File: src/rtl/svc_rv_fetch_ctrl.sv
// svc_rv_fetch_ctrl
// Instruction-fetch sequencer for the RV core. Owns the program counter,
// keeps at most one instruction-memory request in flight, hands fetched
// words to decode together with their PC, honours decode back-pressure and
// throws away in-flight fetches that belong to a path abandoned by a redirect.
//
// Ports:
//   clk_i           clock
//   rst_i           synchronous active-high reset
//   imem_req_o      fetch request valid (forced low while rst_i is high)
//   imem_addr_o     fetch address, word aligned (current pc)
//   imem_ready_i    memory accepts the request this cycle
//   imem_rvalid_i   response valid
//   imem_rdata_i    fetched instruction word
//   id_stall_i      decode cannot accept this cycle
//   redirect_i      control-flow change (branch/jump/trap)
//   redirect_pc_i   new PC, low two bits ignored
//   pc_if_o         PC of the instruction delivered this cycle
//   pc_plus4_if_o   pc_if_o + 4 (wraps)
//   if_id_stall_o   IF/ID hold, copy of id_stall_i
//   if_id_flush_o   IF/ID flush, copy of redirect_i
//   instr_id_o      registered instruction for decode
//   valid_id_o      instr_id_o holds a real instruction
module svc_rv_fetch_ctrl #(
  parameter int              XLEN     = 32,
  parameter logic [XLEN-1:0] RESET_PC = '0
) (
  input  logic            clk_i,
  input  logic            rst_i,
  output logic            imem_req_o,
  output logic [XLEN-1:0] imem_addr_o,
  input  logic            imem_ready_i,
  input  logic            imem_rvalid_i,
  input  logic [31:0]     imem_rdata_i,
  input  logic            id_stall_i,
  input  logic            redirect_i,
  input  logic [XLEN-1:0] redirect_pc_i,
  output logic [XLEN-1:0] pc_if_o,
  output logic [XLEN-1:0] pc_plus4_if_o,
  output logic            if_id_stall_o,
  output logic            if_id_flush_o,
  output logic [31:0]     instr_id_o,
  output logic            valid_id_o
);

  typedef enum logic [1:0] {
    S_ISSUE,
    S_WAIT,
    S_HOLD,
    S_DRAIN
  } state_t;

  localparam logic [XLEN-1:0] PC_STEP = XLEN'(4);

  state_t          state_q;
  logic [XLEN-1:0] pc_q;
  logic [XLEN-1:0] pcReq_q;
  logic [31:0]     holdInstr_q;
  logic [31:0]     instrId_q;
  logic            validId_q;

  logic            deliver;
  logic [31:0]     deliverInstr;
  logic [XLEN-1:0] redirectPcAligned;

  // Redirect targets are forced onto a word boundary; masking keeps every
  // bit of the input in use rather than slicing the low bits away.
  assign redirectPcAligned = redirect_pc_i & ~(XLEN'(3));

  // A delivery is either a fresh response that decode can take right now, or
  // the buffered word being released once the stall drops. Redirect overrides
  // both inside the sequential block.
  always_comb begin
    deliver      = 1'b0;
    deliverInstr = imem_rdata_i;
    if (state_q == S_WAIT && imem_rvalid_i && !id_stall_i) begin
      deliver = 1'b1;
    end else if (state_q == S_HOLD && !id_stall_i) begin
      deliver      = 1'b1;
      deliverInstr = holdInstr_q;
    end
  end

  // Sequencer: reset, then redirect, then normal ISSUE/WAIT/HOLD/DRAIN flow.
  // During a redirect the request already on the bus still shows the old pc;
  // if memory takes it, the response is stale and DRAIN swallows it.
  always_ff @(posedge clk_i) begin
    if (rst_i) begin
      state_q     <= S_ISSUE;
      pc_q        <= RESET_PC;
      pcReq_q     <= RESET_PC;
      holdInstr_q <= '0;
      instrId_q   <= '0;
      validId_q   <= 1'b0;
    end else if (redirect_i) begin
      pc_q        <= redirectPcAligned;
      validId_q   <= 1'b0;
      holdInstr_q <= '0;
      case (state_q)
        S_ISSUE:         state_q <= imem_ready_i ? S_DRAIN : S_ISSUE;
        S_WAIT, S_DRAIN: state_q <= imem_rvalid_i ? S_ISSUE : S_DRAIN;
        default:         state_q <= S_ISSUE;
      endcase
    end else begin
      case (state_q)
        S_ISSUE: begin
          if (imem_ready_i) begin
            pcReq_q <= pc_q;
            pc_q    <= pc_q + PC_STEP;
            state_q <= S_WAIT;
          end
        end
        S_WAIT: begin
          if (imem_rvalid_i) begin
            if (id_stall_i) begin
              holdInstr_q <= imem_rdata_i;
              state_q     <= S_HOLD;
            end else begin
              state_q <= S_ISSUE;
            end
          end
        end
        S_HOLD: begin
          if (!id_stall_i) begin
            holdInstr_q <= '0;
            state_q     <= S_ISSUE;
          end
        end
        S_DRAIN: begin
          if (imem_rvalid_i) begin
            state_q <= S_ISSUE;
          end
        end
        default: state_q <= S_ISSUE;
      endcase

      // Decode-facing register: load on delivery, bubble when decode is free
      // but nothing arrived, otherwise hold for the stalled decode stage.
      if (deliver) begin
        instrId_q <= deliverInstr;
        validId_q <= 1'b1;
      end else if (!id_stall_i) begin
        validId_q <= 1'b0;
      end
    end
  end

  assign imem_req_o    = (state_q == S_ISSUE) && !rst_i;
  assign imem_addr_o   = pc_q;
  // pcReq_q names the word being delivered in WAIT or HOLD, so the IF/ID
  // register latches the matching PC on the same edge as the instruction.
  assign pc_if_o       = pcReq_q;
  assign pc_plus4_if_o = pcReq_q + PC_STEP;
  assign if_id_stall_o = id_stall_i;
  assign if_id_flush_o = redirect_i;
  assign instr_id_o    = instrId_q;
  assign valid_id_o    = validId_q;

endmodule

File: config.mk
export PLATFORM = sky130hd
export DESIGN_NAME = svc_rv_fetch_ctrl
export DESIGN_NICKNAME = d
export VERILOG_FILES = /design/src/rtl/svc_rv_fetch_ctrl.sv
export SDC_FILE = /design/constraint.sdc
export NUM_CORES = 1
export LEC_CHECK = 0
export ABC_CLOCK_PERIOD_IN_PS = 2250
export CORE_MARGIN = 2
export CORE_UTILIZATION = 42
export CTS_CLUSTER_SIZE = 14
export DETAILED_ROUTE_END_ITERATION = 12
export PLACE_DENSITY = 0.81
export SKIP_LAST_GASP = 1
export SLEW_MARGIN = 20
export SYNTH_ARGS = -nofsm -noshare
export SYNTH_HDL_FRONTEND = slang
export SYNTH_SLANG_ARGS = --single-unit
File: constraint.sdc
create_clock -name clk_i -period 2.25 [get_ports clk_i]
set_input_delay 0.225 -clock clk_i [delete_from_list [all_inputs] [get_ports clk_i]]
set_output_delay 0.225 -clock clk_i [all_outputs]
set_load 0.01 [all_outputs]
; After elaboration in Yosys (flattened, before gate mapping)
; Index checks and enable logic that the tools add are counted.
[totals]
regBits = 131
input_bits = 70
out_inout_bits = 132
word_cells = 62
[op_classes]
n_addsub = 2
eq_ne = 11
n_mux = 23
bitwise_logic = 1
reduce_logical = 18
[op_table]
columns = cell, n
row1 = two-way mux 32 bit, 8
row2 = adder 32 x 3 -> 32 bit (second input constant), 2
row3 = one-hot mux 32 bit (2 select lines), 1
row4 = two-way mux 2 bit, 8
row5 = inequality test 3 bit (second input constant), 4
row6 = one-hot mux 2 bit (4 select lines), 1
row7 = AND reduction 4 bit, 2
row8 = inequality test 2 bit (second input constant), 3
row9 = AND reduction 2 bit, 3
row10 = nonzero test 2 bit, 3
row11 = == test 2 bit (second input constant), 2
row12 = logical AND 1 bit, 4
row13 = two-way mux 1 bit, 4
row14 = one-hot mux 2 bit (2 select lines), 1
row15 = OR reduction 2 bit, 2
row16 = AND reduction 3 bit, 1
row17 = == test 2 x 1 -> 1 bit (second input constant), 1
row18 = logical NOT 1 bit, 2
row19 = logical NOT 2 bit, 1
row20 = inequality test 2 x 1 -> 1 bit (second input constant), 1
row21 = inverter 1 bit, 1

; Depth between registers and ports, before layout
[depth]
ltp_word = 5
ltp_mapped = 7
ltp_nobuf = 5

; Worst setup path after synthesis
; No wires, ideal clock.
[synth_path]
path_kind = register to register
startpoint = register pc_q[7], in the netlist imem_addr_o[7]
endpoint = register pc_q[23], in the netlist imem_addr_o[23]
setup_ps = 91
arrival_time_ps = 2149
t_required_ps = 2159
setup_slack_ps = 10
path_stages_with_launch = 6
n_path_buf = 1
synth_period_minus_slack_ps = 2240
path_cell_list = dfxtp_1 > nand4_1 > or4_4 > buf_6 > or4_1 > a311oi_1
[synth_via]
elab_chain_len = 4
[synth_rtl]
columns = element, line_no
row1 = "start, declared", 56  ; logic [XLEN-1:0] pc_q;
row2 = "start signal, assigned", 96  ; pc_q <= redirectPcAligned;
row3 = "start signal, assigned", 109  ; pc_q <= pc_q + PC_STEP;
row4 = adder 32 x 3 -> 32 bit, 109
row5 = two-way mux 32 bit, 107  ; if (imem_ready_i) begin
row6 = two-way mux 32 bit, 105  ; case (state_q)
row7 = two-way mux 32 bit, 95  ; end else if (redirect_i) begin
; Every way passes these cells. The select of a mux whose other input is x is not followed.
; A chain may end at the register's enable or synchronous reset.

; Worst setup path in the final report
[layout_path]
startpoint = register pcReq_q[13], in the netlist pc_if_o[13]
endpoint = output pc_plus4_if_o[26]
[layout_via]
elab_chain_len = 1
[layout_rtl]
columns = element, line_no
row1 = "start, declared", 57  ; logic [XLEN-1:0] pcReq_q;
row2 = "start signal, assigned", 108  ; pcReq_q <= pc_q;
row3 = adder 32 x 3 -> 32 bit, 153  ; assign pc_plus4_if_o = pcReq_q + PC_STEP;
row4 = "end, declared", 39  ; output logic [XLEN-1:0] pc_plus4_if_o,
; Every way passes these cells.

==> results.md <==
- Starting density of the core: 42.7%
- # diodes: 0
- Period Utilization, post-route: a little over nine tenths
- First-pass GRT wire length: 30.8 mm
- Total number of vias: about 6700
- Most common cell after layout, fill and taps aside: nand2_1
- Switching share of power: between 20% and 30%
- Max_cap viols: 0
- RSZ-0062 raised after global routing: yes
- CP startpoint: pc_if_o[13]
- Syn Std Cell Area: 6190 um^2
- Min Tclk post-route: 2.21 ns
- Max frequency: approximately 450 MHz
- # IOs: 202
- HP Class: in -> reg
- CTS Buf Count: 17
- Largest cells by area after synthesis: dfxtp_1 41%, nand2_1 11%, a311oi_1 6.2%
- CORE AREA: between 10000 and 15000 um^2
- Detailed Place HPWL: 13.2 mm
- Total grt overflow: 0
- Data required time at the worst endpoint: 2.03 ns
- Max-slew violations: 0
- Dpl cell area: 8620 um^2
- Die Span Y: 125 um
- Synthesized area per cell: 7.61 um^2
- Clock skew: between 0.006 and 0.007 ns
- Pre-CTS worst setup slack: -0.251 ns
- Leak pwr: between 3 and 4 nW
- Area leader, netlist: dfxtp_1
- Finished Cell Area: just over 9000 um^2
- GRT Total Usage: a little under a quarter
- Post-Synthesis Cells: a little over 800
- Sequential power share: between 30% and 40%
- Critical Path Sink Type: output port
- Floorplan row count: between 40 and 50
- Routed wire length: around 19 mm
- Yosys reg bits: 127
- Crit path to: pc_plus4_if_o[26]
- Layout cells sized above 1: 13.1%
- Synth top area share: around 40%
- Distinct cells, synth: 44
- Internal: roughly 0.0046 W
- DR vias/cell: roughly 5.5
- Net Sw Power: ~0.0016 W
- Antenna Violating Nets Remaining: 0
- Nets@finish: 1099
- Worst-path clk slew: approximately 0.06 ns
- Placed Cells: ~1200
- Routed WL per cell: about 16 um
- Worst reg2reg path endpoint: imem_addr_o[21]
- FILL cells: ~1200
- WHS: 0.197 ns
- Final Hold Vio Count: 0
- Root buffer cell: clkbuf_16
- Synthesis warning total: 0
- Overall Power: about 0.0061 W
- Commonest cells after routing, fill and taps aside: 179 x nand2_1, 170 x clkdlybuf4s50_1, 125 x dfxtp_1
- Die W: roughly 130 um
- Antenna violations before repair: 0
- CP max FO: 7
- Status: complete, no violations
- Hold Path Depth: 2
- Clk buf depth: 2
- Non-filler cells in the finished layout: between 1000 and 1500
- Worst-Skew Late Latency: approximately 0.42 ns
- Initial DRC Count: approximately 470
- CTS sink cnt: roughly 130
- R2r worst-path depth: 4
- Drt pass-1 iters: 5
- Slew @ Worst Pin: approximately 0.67 ns
- Hold_buf cts: 0
- Max H-tree Level: 4
- Clock share of power: 45.2%
- Worst slew margin: 55.3%
- Sequential cell area fraction in the yosys report: roughly two fifths
- Setup slack, reg-to-reg: approximately 0.14 ns
- Die area: roughly 16000 um^2
- Gate power share: around 15%
- Worst vdd ir: ~0.41 mV
- Area added between synthesis and finish: 50.5%
- FF-to-FF Start: state_q[1]
- Placer Congestion: 0.853
- Vias in the first global route: about 6300
- TritonCTS clock tree: yes
- Crit path launch type: register
- PortBufs: approximately 190
- Crit path DAT: around 2 ns
- PwrDens: roughly 660 nW/um^2
- Largest net degree at the start of global routing: 65
- Drt drc: 0
- Min setup slack post-route: around 0.042 ns
- # setup viols final: 0
- Critical setup path kind: reg -> out
==> registers in the layout, indices dropped and copies added (netlist names) <==
register,count
state_q,2
holdInstr_q,32
valid_id_o,1
instr_id_o,32
imem_addr_o,30
pc_if_o,30
==> final cells by class <==
class	instances	area (um^2)	share of cell area (%)
repair buffers	263	2480	26.6
clock inverters	10	139	1.49
flip-flops and latches	127	2550	27.4
clock buffers	20	447	4.80
multi-input cells	602	3410	36.7
inverters	16	60.1	0.645
well taps	184	230	2.47
==> synthesized netlist by cell type, drive strengths merged <==
master / n
o21ai: 3
a211oi: 15
and2: 2
clkbuf: 53
or4: 8
nand3: 54
nor2b: 5
and3: 7
buf: 20
nor4: 9
or3: 6
ha: 2
xnor2: 15
a2111oi: 6
nor4bb: 1
a311o: 1
nand3b: 1
or2: 3
a41oi: 1
and4: 12
and3b: 1
o41ai: 1
a21oi: 69
o31ai: 7
nand2: 180
dfxtp: 127
xor2: 24
nand4: 13
a21bo: 1
a311oi: 44
nand2b: 4
inv: 16
nor2: 72
nor3: 21
conb: 1
a221oi: 4
nor3b: 2
nand4b: 1
or3b: 1
==> cell families (layout without fill, tap and decap cells) <==
group | Yosys count | after routing | share of synthesized area, %
DFF | 127 | 127 | 41.1
buffers and inverters | 89 | 309 | 6.17
other | 1 | 6 | 0.0606
and+or+nand+nor | 403 | 403 | 30.0
adders and majority gates | 2 | 2 | 0.404
xor gates and xnor gates | 39 | 39 | 5.52
AOI/OAI and AO/OA | 152 | 152 | 16.7
==> stage by stage <==
stage / TNS (ns) / util (%)
after detailed placement: -1.71 / 59.5
after CTS: -0.489 / 63.8
after global routing: -0.209 / 64.3
after floorplan: 0 / -
after global placement: -1.19 / 59.5
final: 0 / 64.3
==> what timing repair did <==
action / 4_1_cts / 5_1_grt
pin swaps: 3 / 2
buffers inserted: 1 / 2
resized for setup: 32 / 34
setup endpoints to repair: 22 / 16
==> per-layer routing <==
layer  part of all wire, %  vias to the layer above  global-route usage (%)  routed length [um]
li1                      -                     3282                       -                   -
met1                    43                     3138                    29.5                8360
met2                    48                      264                    40.7                9380
met3                   7.0                       19                    5.56                1360
met4                   1.2                        0                    8.04                 238
met5                     0                        -                       0                   0
==> power groups by stage <==
stage | registers (W) | logic, W | clock network, W
CTS | 0.00243 | 0.000927 | 0.00280
detailed placement | 0.00248 | 0.000927 | 0
finish | 0.00243 | 0.000925 | 0.00277
global route | 0.00244 | 0.00100 | 0.00288
floorplan | 0.00252 | 0.000372 | 0
global placement | 0.00247 | 0.000916 | 0
==> how the worst min path moves through the flow <==
stage,start,end,slack (ns)
6_report,rst_i,instr_id_o[16],0.20
3_3_place_gp,holdInstr_q[16],holdInstr_q[16],0.45
4_1_cts,rst_i,instr_id_o[16],0.19
2_1_floorplan,imem_rdata_i[0],holdInstr_q[0],0.36
3_5_place_dp,holdInstr_q[11],holdInstr_q[11],0.46
5_1_grt,rst_i,instr_id_o[16],0.20
==> worst max-delay path, stage by stage, from the launching register on <==
cell	delay, ns
dfxtp_1	0.33
and4_4	0.25
nand4_1	0.14
buf_4	0.19
buf_6	0.13
nor3_1	0.21
xor2_1	0.17
clkbuf_2	0.15
Note: power is estimated with default switching activity, not from simulation.
